--- src/rtl/vid_timing_gen.sv ---
// Video timing generator: lock-qualified start, pixel divider, h/v counters, sync/active flags.
// Optional border band (macro VID_TIMING_GEN_BORDER_EN) carves a frame out of the active area.
module vid_timing_gen #(
    parameter int PIX_DIV   = 1,
    parameter int LOCK_WAIT = 1024,
    parameter int H_ACTIVE  = 1024,
    parameter int H_FP      = 24,
    parameter int H_SYNC    = 136,
    parameter int H_BP      = 160,
    parameter int V_ACTIVE  = 768,
    parameter int V_FP      = 3,
    parameter int V_SYNC    = 6,
    parameter int V_BP      = 29,
    parameter int HS_POL    = 0,
    parameter int VS_POL    = 0,
    parameter int X_W       = 11,
    parameter int Y_W       = 10
`ifdef VID_TIMING_GEN_BORDER_EN
    ,
    parameter int BORDER_H  = 0,
    parameter int BORDER_V  = 0
`endif
) (
    input  logic           clock,
    input  logic           reset_n,
    input  logic           pll_locked,
    output logic           run,
    output logic           pix_en,
    output logic           hsync,
    output logic           vsync,
    output logic           active,
    output logic [X_W-1:0] x,
    output logic [Y_W-1:0] y,
    output logic           line_start,
    output logic           frame_start
`ifdef VID_TIMING_GEN_BORDER_EN
    ,
    output logic           border
`endif
);

    localparam int H_TOTAL = H_ACTIVE + H_FP + H_SYNC + H_BP;
    localparam int V_TOTAL = V_ACTIVE + V_FP + V_SYNC + V_BP;
    localparam int CW      = $clog2(LOCK_WAIT + 1);
    localparam int DW      = (PIX_DIV > 1) ? $clog2(PIX_DIV) : 1;

    localparam logic [CW-1:0]  CNT_MAX = CW'(LOCK_WAIT);
    localparam logic [DW-1:0]  DIV_MAX = DW'(PIX_DIV - 1);
    localparam logic [X_W-1:0] X_MAX   = X_W'(H_TOTAL - 1);
    localparam logic [Y_W-1:0] Y_MAX   = Y_W'(V_TOTAL - 1);
    localparam logic           HS_ON   = (HS_POL != 0);
    localparam logic           VS_ON   = (VS_POL != 0);

    typedef enum logic {WAIT_LOCK, RUN} state_t;

    state_t         state, state_n;
    logic           lk_m, lk_s;
    logic [CW-1:0]  lock_cnt, cnt_n;
    logic [DW-1:0]  div, div_n;
    logic [X_W-1:0] x_n;
    logic [Y_W-1:0] y_n;
    logic           go, hs_in, vs_in, act_in;
    int             xi, yi;
`ifdef VID_TIMING_GEN_BORDER_EN
    logic           brd_in;
`endif

    // Outputs are registered from the next-state x/y so flags always match the counters they sit beside.
    always_comb begin
        cnt_n   = lk_s ? ((lock_cnt == CNT_MAX) ? lock_cnt : lock_cnt + 1'b1) : '0;
        state_n = state;
        div_n   = div;
        x_n     = x;
        y_n     = y;
        case (state)
            WAIT_LOCK: begin
                if (cnt_n == CNT_MAX) begin
                    state_n = RUN;
                    div_n   = '0;
                    x_n     = '0;
                    y_n     = '0;
                end
            end
            RUN: begin
                if (!lk_s) begin
                    state_n = WAIT_LOCK;
                    div_n   = '0;
                    x_n     = '0;
                    y_n     = '0;
                end else if (div == DIV_MAX) begin
                    div_n = '0;
                    if (x == X_MAX) begin
                        x_n = '0;
                        y_n = (y == Y_MAX) ? '0 : y + 1'b1;
                    end else begin
                        x_n = x + 1'b1;
                    end
                end else begin
                    div_n = div + 1'b1;
                end
            end
            default: state_n = WAIT_LOCK;
        endcase

        go     = (state_n == RUN);
        xi     = int'(x_n);
        yi     = int'(y_n);
        act_in = (xi < H_ACTIVE) && (yi < V_ACTIVE);
        hs_in  = (xi >= H_ACTIVE + H_FP) && (xi < H_ACTIVE + H_FP + H_SYNC);
        vs_in  = (yi >= V_ACTIVE + V_FP) && (yi < V_ACTIVE + V_FP + V_SYNC);
`ifdef VID_TIMING_GEN_BORDER_EN
        brd_in = act_in && ((xi < BORDER_H) || (xi >= H_ACTIVE - BORDER_H) ||
                            (yi < BORDER_V) || (yi >= V_ACTIVE - BORDER_V));
`endif
    end

    always_ff @(posedge clock) begin
        if (!reset_n) begin
            lk_m        <= 1'b0;
            lk_s        <= 1'b0;
            lock_cnt    <= '0;
            state       <= WAIT_LOCK;
            div         <= '0;
            x           <= '0;
            y           <= '0;
            run         <= 1'b0;
            pix_en      <= 1'b0;
            hsync       <= ~HS_ON;
            vsync       <= ~VS_ON;
            active      <= 1'b0;
            line_start  <= 1'b0;
            frame_start <= 1'b0;
`ifdef VID_TIMING_GEN_BORDER_EN
            border      <= 1'b0;
`endif
        end else begin
            lk_m        <= pll_locked;
            lk_s        <= lk_m;
            lock_cnt    <= cnt_n;
            state       <= state_n;
            div         <= div_n;
            x           <= x_n;
            y           <= y_n;
            run         <= go;
            pix_en      <= go && (div_n == DIV_MAX);
            hsync       <= (go && hs_in) ? HS_ON : ~HS_ON;
            vsync       <= (go && vs_in) ? VS_ON : ~VS_ON;
            line_start  <= go && (div_n == '0) && (x_n == '0);
            frame_start <= go && (div_n == '0) && (x_n == '0) && (y_n == '0);
`ifdef VID_TIMING_GEN_BORDER_EN
            active      <= go && act_in && !brd_in;
            border      <= go && brd_in;
`else
            active      <= go && act_in;
`endif
        end
    end

endmodule

--- config.mk ---
export PLATFORM = sky130hd
export DESIGN_NAME = vid_timing_gen
export DESIGN_NICKNAME = d
export VERILOG_FILES = /design/src/rtl/vid_timing_gen.sv
export SDC_FILE = /design/constraint.sdc
export NUM_CORES = 1
export LEC_CHECK = 0
export ABC_AREA = 1
export CAP_MARGIN = 20
export CELL_PAD_IN_SITES_DETAIL_PLACEMENT = 1
export CELL_PAD_IN_SITES_GLOBAL_PLACEMENT = 1
export CORE_ASPECT_RATIO = 0.9
export CORE_UTILIZATION = 40
export DETAILED_ROUTE_END_ITERATION = 8
export GPL_TIMING_DRIVEN = 0
export PLACE_DENSITY_LB_ADDON = 0.1
export REMOVE_ABC_BUFFERS = 1
export SLEW_MARGIN = 20
export SYNTH_ARGS = -nofsm -noshare
export SYNTH_HDL_FRONTEND = slang
export SYNTH_SLANG_ARGS = --single-unit
--- constraint.sdc ---
create_clock -name clock -period 4 [get_ports clock]
set_input_delay 0.8 -clock clock [delete_from_list [all_inputs] [get_ports clock]]
set_output_delay 0.8 -clock clock [all_outputs]
set_load 0.005 [all_outputs]
# --- Yosys cells after proc, flatten, opt, wreduce, memory -nomap -nowiden ---
# Cells that the tools add are included.
# W data, S select, Z words.
word_totals:
  ff_bits: 42
  inputBits: 3
  wordCells: 62
classes:
  add_sub_neg: 4
  n_lt_le_gt_ge: 6
  eq_ne: 4
  muxes: 22
  bitwise_logic: 2
  n_reduce_logical: 11
ops:
  columns: ["op", "n"]
  rows:
  - ["$mux W11", 6]
  - ["$mux W10", 5]
  - ["$eq A11 B11 Y1 const B", 3]
  - ["$add A11 B1 Y11 const B", 2]
  - ["$lt A11 B11 Y1 const B", 2]
  - ["$pmux W11 S2", 1]
  - ["$lt A10 B10 Y1 const B", 2]
  - ["$pmux W10 S2", 1]
  - ["$ge A11 B11 Y1 const B", 1]
  - ["$logic_not A11 Y1", 1]
  - ["$add A10 B1 Y10 const B", 1]
  - ["$eq A10 B10 Y1 const B", 1]
  - ["$ge A10 B10 Y1 const B", 1]
  - ["$logic_not A10 Y1", 1]
  - ["$logic_and A1 B1 Y1", 9]
  - ["$mux W1", 7]
  - ["$pmux W1 S2", 2]
  - ["$not A1 Y1", 2]
  - ["$add A1 B1 Y1 const B", 1]

# --- Depth between registers and ports, before layout ---
# Gate-level depths: netlist (run 1).
logic_depth:
  depth_word: 10
  ltp_mapped: 18
  ltp_nobuf: 17

# --- Worst setup path before layout (run 1) ---
# No wires, ideal clock.
synth_path:
  path_type: "reg-to-reg"
  startpoint: "reg lock_cnt[0]"
  endpoint: "reg frame_start"
  setup_time_ps: 62
  arrival_time_ps: 1958
  t_required_ps: 3938
  path_slack_ps: 1980
  path_stages_with_launch: 17
  n_path_buf: 1
  cell_sequence: "dfxtp_1 ha_1 inv_1 nor3_4 nand2_1 nand3_2 nand2_1 nor2_1 nand3_2 buf_6 nand3_1 nand2_1 nor2_1 nand2_1 nor2_1 nand2_1 nor2_2"
synth_via:
  elab_chain_cells: 10
  word_cells_on_any_way: 19
synth_rtl:
  columns: ["element", "line", "rtl"]
  rows:
  - ["from (decl)", "58", "logic [CW-1:0] lock_cnt, cnt_n;"]
  - ["from (signal assigned)", "139", "lock_cnt <= cnt_n;"]
  - ["$add A11 B1 Y11 or $eq A11 B11 Y1 (tied branches)", "70", "cnt_n = lk_s ? ((lock_cnt == CNT_MAX) ? lock_cnt : lock_cnt + 1'b1) : '0;"]
  - ["$mux W11 (*) (2 in a row)", "70", null]
  - ["$eq A11 B11 Y1 (*)", "77", "if (cnt_n == CNT_MAX) begin"]
  - ["branches (longest 5 deep; another with $mux W11)", null, null]
  - ["$logic_and A1 B1 Y1 (*)", "149", "frame_start <= go && (div_n == '0) && (x_n == '0) && (y_n == '0);"]
  - ["to (signal assigned)", "149", null]
  - ["to (decl)", "35", "output logic frame_start"]
# Mark *: on every way between the ends.
# A chain may end at the register's enable or synchronous reset.

# --- Worst setup path in the final report (run 1) ---
# Same ends and word-level chain as after synthesis.

==> results of run 1 <==
==> metrics by stage <==
stage	utilization, %	area, sq um	instances	setup slack (ps)
after floorplan	-	2630	424	1760
after global placement	48.1	3040	541	1110
after detailed placement	48.1	3040	541	1040
after CTS	49.5	3120	549	1020
after global routing	49.5	3120	549	742
final	49.5	3120	549	1050
==> worst reg2reg max path, stage by stage, from the launching register on <==
cell and delay (ps):
dfxtp_1 410, ha_1 250, inv_1 120, nor3_4 230
nand2_1 100, nand3_2 110, nand2_1 70, nor2_1 130
nand3_2 460, o21ai_0 340, nand2_1 130, inv_1 150
nand2_1 70, nor2_1 120, nand2_1 120, nor2_2 90
==> state kept, by name, summed over array words and instances, names as in the netlist <==
name,cells
lock_cnt,11
lk_m,1
state,1
frame_start,1
active,1
y,10
pix_en,1
hsync,1
line_start,1
vsync,1
x,11
lk_s,1
div,1
==> worst max path at each step <==
stage | startpoint | end | slack (ps) | cells past startpoint
final | lock_cnt[0]$_SDFF_PN0_ | frame_start$_SDFF_PN0_ | 1050 | 15
after CTS | lock_cnt[0]$_SDFF_PN0_ | frame_start$_SDFF_PN0_ | 1020 | 15
after detailed placement | lock_cnt[0]$_SDFF_PN0_ | frame_start$_SDFF_PN0_ | 1040 | 15
after floorplan | lock_cnt[0]$_SDFF_PN0_ | vsync$_SDFF_PN1_ | 1760 | 14
after global routing | lock_cnt[0]$_SDFF_PN0_ | frame_start$_SDFF_PN0_ | 740 | 15
after global placement | lock_cnt[0]$_SDFF_PN0_ | frame_start$_SDFF_PN0_ | 1110 | 15
==> per-layer routing <==
metal	share of wire, %	GRT usage, %
met3	3.1	3.93
met5	0	0
met2	47	41.2
met4	1.5	8.87
met1	49	31.8
==> area by class of cell <==
class	instances	area [sq um]	area share, %
tap	87	109	3.48
timing repair buffer	30	300	9.61
inverter	58	218	6.97
multi-input combinational	324	1570	50.3
clock inverter	2	13.8	0.441
sequential	42	841	26.9
clock buffer	6	72.6	2.32
==> power by group through the flow <==
stage	clock network (mW)	logic, mW	registers (mW)
2_1_floorplan	0	0.00683	0.431
4_1_cts	0.287	0.0127	0.422
5_1_grt	0.299	0.0142	0.422
3_5_place_dp	0	0.0127	0.431
3_3_place_gp	0	0.0123	0.431
6_report	0.279	0.0125	0.421
==> synth_stat cells (3+ instances only) <==
| library cell | number | share of area, % |
|---|---|---|
| inv_1 | 56 | 7.8 |
| nand2_2 | 4 | 0.93 |
| xor2_1 | 3 | 0.98 |
| buf_2 | 3 | 0.56 |
| nand2_1 | 114 | 16 |
| o21ai_0 | 15 | 2.8 |
| dfxtp_1 | 42 | 31 |
| nand3_2 | 8 | 3.0 |
| nand4_1 | 9 | 2.1 |
| nor3_1 | 12 | 2.2 |
| clkbuf_1 | 5 | 0.70 |
| a21oi_1 | 13 | 2.4 |
| nor2_2 | 6 | 1.4 |
| nand3_1 | 57 | 11 |
| nand3b_1 | 3 | 0.84 |
| nor2_1 | 59 | 8.2 |
| ha_1 | 5 | 2.3 |
==> cell usage in the layout, fill, tap and decap left out, types with 2 or more instances in the layout <==
cell / Yosys / layout
a21oi_1: 13 / 13
clkbuf_8: 0 / 5
clkdlybuf4s50_1: 0 / 30
clkinv_1: 2 / 2
dfxtp_1: 42 / 42
ha_1: 5 / 5
inv_1: 56 / 55
nand2_1: 114 / 114
nand2_2: 4 / 4
nand3_1: 57 / 57
nand3_2: 8 / 8
nand3b_1: 3 / 3
nand4_1: 9 / 9
nor2_1: 59 / 59
nor2_2: 6 / 6
nor3_1: 12 / 12
nor4_1: 2 / 2
o211ai_1: 2 / 2
o21ai_0: 15 / 15
or2_2: 2 / 2
xnor2_1: 2 / 2
xor2_1: 3 / 3
==> kinds of logic after synthesis <==
kind of cell	synth area share [%]
AOI/OAI and AO/OA	6.50
and+or+nand+nor	47.8
xor gates and xnor gates	1.63
buffers and inverters	10.5
DFF	31.2
adders and majority gates	2.32
==> run_results.csv, run 1 <==
group,metric,value,unit
run_status,status,"finished, final reports clean",
route,wl_per_cell,14.3,um
power,combPwrFrac,1.7,%
layout,drive_above_1_share,6.49,%
synth,ys_async_sr_fraction,0,%
clocking,clockRootBuffer,"clkbuf_8",
clocking,cts_num_sinks,42,
die,die-height,79.9,um
setup_path,critical-path-max-stage-delay,460,ps
timing,hold_ws,434,ps
clocking,clk_path_buf_depth,2,
timing,fin_tns_setup,0,ps
setup_path,cpMostUsedCell,"nand2_1",
clocking,hold_buffers,0,
timing,setup_viol,0,
run,drv_cap,0,
power,total_power,0.713,mW
synth,synth-edff-count,0,
timing,finalClockSkew,11.4,ps
layout,fillerInstances,903,
route,vias_per_cell,5.19,
timing,finalCritPeriodShare,73.7,%
clocking,cts_tree,"done",
timing,period_minus_slack,2950,ps
die,core-area,0.00632,sq mm
die,die_area,0.00707,sq mm
die,die_w,88.5,um
synth,synth_cell_types,33,
setup_path,cp.arrival,3190,ps
route,via_count,2850,
power,power.static_leakage,1.38,nW
global_route,grt.total_usage,24.6,%
route,routed_wl,7880,um
timing,relSlewSlack,43.2,%
placement,port_buffers,30,
synth,yosys_warnings,0,
timing,slew_violations,0,
layout,final_nets,469,
power,pwr-share-seq,59.1,%
power,ir_worst_vdd,0.150,mV
die,io_pins,31,
power,p_switching,0.167,mW
global_route,grt_pass1_wl,13600,um
die,num_rows,27,
die,start_util,42.6,%
setup_path,cp_num_buf_inv,2,
setup_path,reg2reg_slack,1050,ps
setup_path,timing.rr.end,"frame_start$_SDFF_PN0_",
placement,gp_congestion,0.806,
setup_path,crit_slowest_cell,"nand3_2",
global_route,grt_pass1_vias,2850,
global_route,grt_overflow,0,
synth,syn-cell-area,0.00269,sq mm
setup_path,cp-end-kind,"register",
clocking,cts_setup_buffers,0,
global_route,grt_max_degree,34,
setup_path,worst-r2r-cell-count,15,
layout,syn_to_final_growth,16.0,%
power,pwr_density_cell,228,mW/mm^2
power,clockPowerShare,39.2,%
clocking,cts_inserted_buffers,5,
timing,finalHoldViolations,0,
route,ant_nets,0,
clocking,cts_htree_levels,2,
route,firstDrtPassIters,4,
synth,synth.avg_cell_area,6.18,sq um
timing,rsz0062_at_grt,"no",
hold_path,min_to,"lk_s$_SDFF_PN0_",
power,intPower,0.546,mW
route,detail_route.iter0.violations,139,
layout,n_antenna_cell,0,
hold_path,min_from,"lk_m$_SDFF_PN0_",
synth,syn_inst,436,
timing,tightest_slew,850,ps
power,p_sw_share,23.5,%
clocking,post_cts_resized,0,
synth,ys_ff_latch,42,
global_route,antenna_found_initial,0,
route,drc,0,
hold_path,hold_depth,2,
clocking,clk-insertion-delay-late,300,ps
setup_path,critical_path_peak_fanout,21,
setup_path,required,4250,ps
setup_path,critical_path.top_delay_family,"simple AND/OR/NAND/NOR gates",
setup_path,r2r-start,"lock_cnt[0]$_SDFF_PN0_",
clocking,clk_pin_slew,90,ps
setup_path,crit_type,"register to register",
timing,clock.fmax,339,MHz
synth,synthFlopType,"dfxtp_1",
placement,hpwl,5940,um
hold_path,hp-class,"register to register",
setup_path,crit_chain,"ha_1 > inv_1 > nor3_4 > nand2_1 > nand3_2 > nand2_1 > nor2_1 > nand3_2 > o21ai_0 > nand2_1 > inv_1 > nand2_1 > nor2_1 > nand2_1 > nor2_2",
synth,yosysSeqAreaShare,31.2,%
setup_path,critPathLaunchType,"register",
Power figures use the tool's default switching activity.
==> inputs of run 2 (changes only) <==
CORE_UTILIZATION = 39   (was 40)
clock period = 2.9 ns   (was 4 ns; I/O delays follow)
==> run 2 against run 1 <==
Effect of this change:
- core utilization shrank 1.3 points
- sequential power grew 38%
- final area grew 2.0%
- wire length grew 3.0%
- worst hold slack lost 14 ps
- critical endpoint unchanged
- highest routed layer unchanged
==> run_results.csv, run 2 (synthesis results as in run 1) <==
group,metric,value,unit
setup_path,critical-path-max-stage-delay,430,ps
hold_path,hold_depth,2,
global_route,grt_pass1_wl,13200,um
clocking,cts_tree,"done",
clocking,clk_path_buf_depth,2,
power,power.static_leakage,1.40,nW
clocking,clk-insertion-delay-late,310,ps
setup_path,reg2reg_slack,260,ps
hold_path,min_from,"lk_m$_SDFF_PN0_",
layout,n_antenna_cell,0,
route,ant_nets,0,
die,num_rows,28,
run_status,status,"finished, final reports clean",
route,routed_wl,8120,um
route,vias_per_cell,5.21,
clocking,cts_setup_buffers,0,
setup_path,cp.arrival,2890,ps
timing,relSlewSlack,43.5,%
clocking,hold_buffers,0,
placement,port_buffers,30,
clocking,clk_pin_slew,90,ps
die,start_util,40.7,%
placement,gp_congestion,0.823,
layout,syn_to_final_growth,18.3,%
power,pwr_density_cell,313,mW/mm^2
timing,period_minus_slack,2640,ps
timing,setup_viol,0,
die,io_pins,31,
global_route,antenna_found_initial,0,
setup_path,crit_type,"register to register",
route,drc,0,
setup_path,timing.rr.end,"frame_start$_SDFF_PN0_",
timing,rsz0062_at_grt,"no",
placement,hpwl,6140,um
layout,fillerInstances,923,
timing,tightest_slew,847,ps
setup_path,required,3150,ps
clocking,cts_htree_levels,2,
setup_path,crit_slowest_cell,"dfxtp_1",
setup_path,r2r-start,"lock_cnt[0]$_SDFF_PN0_",
route,firstDrtPassIters,4,
power,ir_worst_vdd,0.154,mV
layout,final_nets,471,
layout,reg_top3,"lock_cnt: 11 flops, x: 11 flops, y: 10 flops",
global_route,grt_max_degree,22,
timing,finalHoldViolations,0,
timing,finalCritPeriodShare,91.0,%
setup_path,critPathLaunch,"lock_cnt[0]$_SDFF_PN0_",
die,core-area,0.00662,sq mm
power,total_power,0.999,mW
hold_path,hp-class,"register to register",
clocking,cts_num_sinks,42,
timing,slew_violations,0,
layout,layout.cells.most_common_list,"114 x nand2_1, 57 x nand3_1, 57 x nor2_1",
timing,fin_tns_setup,0,ps
timing,clock.fmax,379,MHz
timing,finalClockSkew,13.5,ps
die,die_area,0.00724,sq mm
global_route,grt_overflow,0,
die,die-height,80.8,um
route,detail_route.iter0.violations,91,
route,via_count,2887,
global_route,grt.total_usage,23.7,%
setup_path,worst-r2r-cell-count,15,
global_route,grt_pass1_vias,2835,
layout,final_common_cell,"nand2_1",
setup_path,cp-end-kind,"register",
clocking,cts_inserted_buffers,5,
run,drv_cap,0,
setup_path,cpMostUsedCell,"nand2_1",
setup_path,critical_path_peak_fanout,10,
setup_path,critPathLaunchType,"register",
die,die_w,89.6,um
clocking,clockRootBuffer,"clkbuf_8",
layout,drive_above_1_share,7.33,%
setup_path,crit_chain,"ha_1 > inv_1 > nor3_4 > nand2_1 > nand3_2 > nand2_1 > nor2_2 > nand3_2 > nand3_1 > nand2_1 > nor2_1 > inv_1 > nor2_1 > nand2_1 > nor2_2",
route,wl_per_cell,14.6,um
hold_path,min_to,"lk_s$_SDFF_PN0_",
==> run 2: changes by cell type in the layout (fill, tap and decap cells not counted), sizes merged <==
cell | before | now
nand3 | 65 | 66
buf | 0 | 1
clkinvlp | 0 | 1
clkbuf | 6 | 5
==> run 2: stage by stage <==
step	setup slack (ps)	std cells	cell area, sq um	utilization [%]	hold WS [ps]
2_1_floorplan	658	424	2630	-	390
3_3_place_gp	20.0	544	3040	45.9	396
3_5_place_dp	-57.9	545	3070	46.4	401
4_1_cts	130	553	3170	47.8	424
5_1_grt	29.0	554	3190	48.1	468
6_report	262	554	3190	48.1	419
==> run 2: layout make-up <==
cell class,count,area (sq um),area share [%]
inverter,58,218,6.83
sequential,42,841,26.4
timing repair buffer,31,328,10.3
multi-input combinational,325,1600,50.1
tap,90,113,3.53
clock inverter,3,21.3,0.667
clock buffer,5,68.8,2.16
==> run 2: what timing repair did <==
item	CTS	global route
gates resized for setup	1	4
cloned	0	1
pin swaps	0	1
endpoints found under the setup margin	3	3
==> run 2: how the worst max path moves through the flow <==
stage / endpoint / slack, ps / depth (start not counted)
after floorplan: vsync$_SDFF_PN1_ / 660 / 14
after global placement: frame_start$_SDFF_PN0_ / 20 / 15
after detailed placement: vsync$_SDFF_PN1_ / -60 / 14
after CTS: frame_start$_SDFF_PN0_ / 130 / 15
after global routing: frame_start$_SDFF_PN0_ / 30 / 14
final: frame_start$_SDFF_PN0_ / 260 / 15
==> run 2: critical path, delay by kind of cell (launching register included) <==
family | cells | cell delay (ps)
adder cells (fa/ha/maj) | 1 | 240
buffers and inverters | 2 | 170
flip-flops | 1 | 430
AND/OR/NAND/NOR | 12 | 1750
==> run 2: routing by layer <==
layer,routed length (um),up-vias,track usage (%)
met5,0,-,0
met4,68,0,5.56
met3,174,8,3.76
met2,3890,34,40.8
met1,3980,1391,30.8
li1,-,1454,-
==> run 2: report_power, final <==
part	switching, mW	leakage (nW)	internal (mW)
registers	0.00361	0.339	0.578
clock network	0.226	0.0441	0.169
logic	0.0139	1.02	0.00864
==> inputs of run 3 (changes only) <==
SETUP_SLACK_MARGIN = 0.4   (was unset)
==> run 3 against run 2 <==
Effect of this change:
- core utilization grew 2.9 points
- sequential power hardly changed
- power is essentially flat
- first-iteration DRC count is 42% higher
- final area up 6.0%
- flip-flop and latch count is the same
- clock-buffer cell count unchanged
- wire length increased by 3.1%
- global-route usage up 0.98 points
- sequential share of layout area down 1.0 points
- via count increased by 2.0%
- worst hold slack improved by 0.61 ps
==> run_results.csv, run 3 (synthesis results as in run 1) <==
group,metric,value,unit
setup_path,r2r-start,"lock_cnt[10]$_SDFF_PN0_",
clocking,clk_path_buf_depth,2,
layout,final_nets,476,
layout,fillerInstances,912,
layout,n_antenna_cell,0,
setup_path,path_depth,15,
power,ir_worst_vdd,0.155,mV
clocking,cts_tree,"done",
route,detail_route.iter0.violations,129,
timing,finalHoldViolations,0,
clocking,cts_num_sinks,42,
die,die_area,0.00724,sq mm
clocking,clk_pin_slew,90,ps
placement,hpwl,6140,um
clocking,clockRootBuffer,"clkbuf_8",
setup_path,critical_path.top_delay_family,"simple AND/OR/NAND/NOR gates",
placement,gp_congestion,0.823,
route,wl_per_cell,15.0,um
die,start_util,40.7,%
clocking,cts_htree_levels,2,
layout,final_common_cell,"nand2_1",
setup_path,cp-end-kind,"register",
timing,fin_tns_setup,0,ps
setup_path,crit_chain,"inv_1 > nor3_1 > nand3_1 > nand3_2 > nand2_2 > nor2_4 > nand3_4 > buf_12 > nand3_1 > nand2_1 > nor2_2 > nand2_1 > nor2_1 > nand2_1 > nor2_2",
setup_path,required,3150,ps
timing,finalCritPeriodShare,81.4,%
layout,fin_util,51.0,%
placement,dpl-instance-area,0.00307,sq mm
hold_path,hp-class,"register to register",
timing,tightest_slew,883,ps
timing,setup_viol,0,
timing,period_minus_slack,2360,ps
global_route,grt_max_degree,22,
layout,syn_to_final_growth,25.4,%
setup_path,critical_path_peak_fanout,5,
global_route,grt.total_usage,24.7,%
run,drv_cap,0,
route,via_count,2945,
layout,layout.cells.most_common_list,"106 x nand2_1, 54 x nor2_1, 52 x inv_1",
timing,rsz0062_at_grt,"no",
route,firstDrtPassIters,4,
layout,reg_top3,"lock_cnt: 11 flops, x: 11 flops, y: 10 flops",
power,power.static_leakage,1.45,nW
setup_path,crit_end,"frame_start$_SDFF_PN0_",
clocking,hold_buffers,0,
setup_path,critPathLaunch,"lock_cnt[10]$_SDFF_PN0_",
global_route,grt_overflow,0,
setup_path,cp_num_buf_inv,2,
die,die_w,89.6,um
placement,port_buffers,30,
route,ant_nets,0,
die,io_pins,31,
setup_path,cpMostUsedCell,"nand2_1",
global_route,antenna_found_initial,0,
setup_path,cp.arrival,2610,ps
setup_path,reg2reg_slack,540,ps
route,drc,0,
setup_path,worst-r2r-cell-count,15,
global_route,grt_pass1_vias,2898,
layout,finish.instance_area,0.00338,sq mm
setup_path,timing.rr.end,"frame_start$_SDFF_PN0_",
run_status,status,"finished, final reports clean",
route,vias_per_cell,5.27,
timing,clock.fmax,424,MHz
setup_path,critPathLaunchType,"register",
power,total_power,0.999,mW
setup_path,critical-path-max-stage-delay,380,ps
power,pwr_density_cell,296,mW/mm^2
global_route,grt_pass1_wl,13700,um
clocking,cts_inserted_buffers,5,
layout,drive_above_1_share,16.0,%
timing,relSlewSlack,41.1,%
die,num_rows,28,
clocking,clk-insertion-delay-late,310,ps
hold_path,min_from,"lk_m$_SDFF_PN0_",
die,core-area,0.00662,sq mm
route,routed_wl,8370,um
timing,slew_violations,0,
setup_path,crit_type,"register to register",
timing,finalClockSkew,10.8,ps
die,die-height,80.8,um
setup_path,crit_slowest_cell,"dfxtp_1",
-- run 3: cell count changes in the layout (fill, tap and decap cells not counted), moves of 6 or more --
cell,change
nand2_2,+8
dfxtp_1,-9
nand2_1,-8
nand3_1,-6
dfxtp_2,+7
-- run 3: worst min path at each step --
stage	end	slack, ps	cells past startpoint
after floorplan	lk_s$_SDFF_PN0_	390	2
after global placement	lk_s$_SDFF_PN0_	400	2
after detailed placement	lk_s$_SDFF_PN0_	400	2
after CTS	lk_s$_SDFF_PN0_	420	2
after global routing	lk_s$_SDFF_PN0_	470	2
final	lk_s$_SDFF_PN0_	420	2
-- run 3: timing repair --
item,4_1_cts,5_1_grt
setup endpoints to repair,7,6
cloned,1,0
pin swaps,2,15
hold endpoints to repair,0,0
gates resized for setup,12,38
buffers inserted,2,3
-- run 3: layout make-up --
class,count,area [sq um],share of cell area (%)
multi-input cells,325,1710,50.7
flip-flops and latches,42,857,25.4
repair buffers,36,382,11.3
inverters,58,223,6.60
well taps,90,113,3.33
clock buffers,5,68.8,2.04
clock inverters,3,21.3,0.630
-- run 3: power by group --
part | switching, mW | internal [mW] | leakage, nW | total, mW
Sequential | 0.00421 | 0.576 | 0.344 | 0.580
Combinational | 0.0150 | 0.0101 | 1.06 | 0.0251
Clock | 0.224 | 0.169 | 0.0441 | 0.394
-- run 3: worst register-to-register path, stage by stage, from the launching register on --
cell and delay (ps):
dfxtp_1 380, inv_1 100, nor3_1 300, nand3_1 160
nand3_2 120, nand2_2 90, nor2_4 190, nand3_4 120
buf_12 160, nand3_1 70, nand2_1 100, nor2_2 150
nand2_1 70, nor2_1 100, nand2_1 110, nor2_2 80
-- run 3: metrics by stage --
step / hold WS (ps) / setup slack [ps] / instances
floorplan: 390 / 658 / 424
finish: 420 / 541 / 559
global route: 468 / 353 / 559
detailed placement: 401 / -57.9 / 545
global placement: 396 / 20.0 / 544
CTS: 424 / 403 / 556
-- run 3: metal layers --
layer,global-route usage (%),wire (um),up-vias
met5,0,0,-
met4,6.35,89,0
met3,3.76,193,9
met2,42.3,4090,35
met1,32.1,4000,1431
li1,-,-,1470
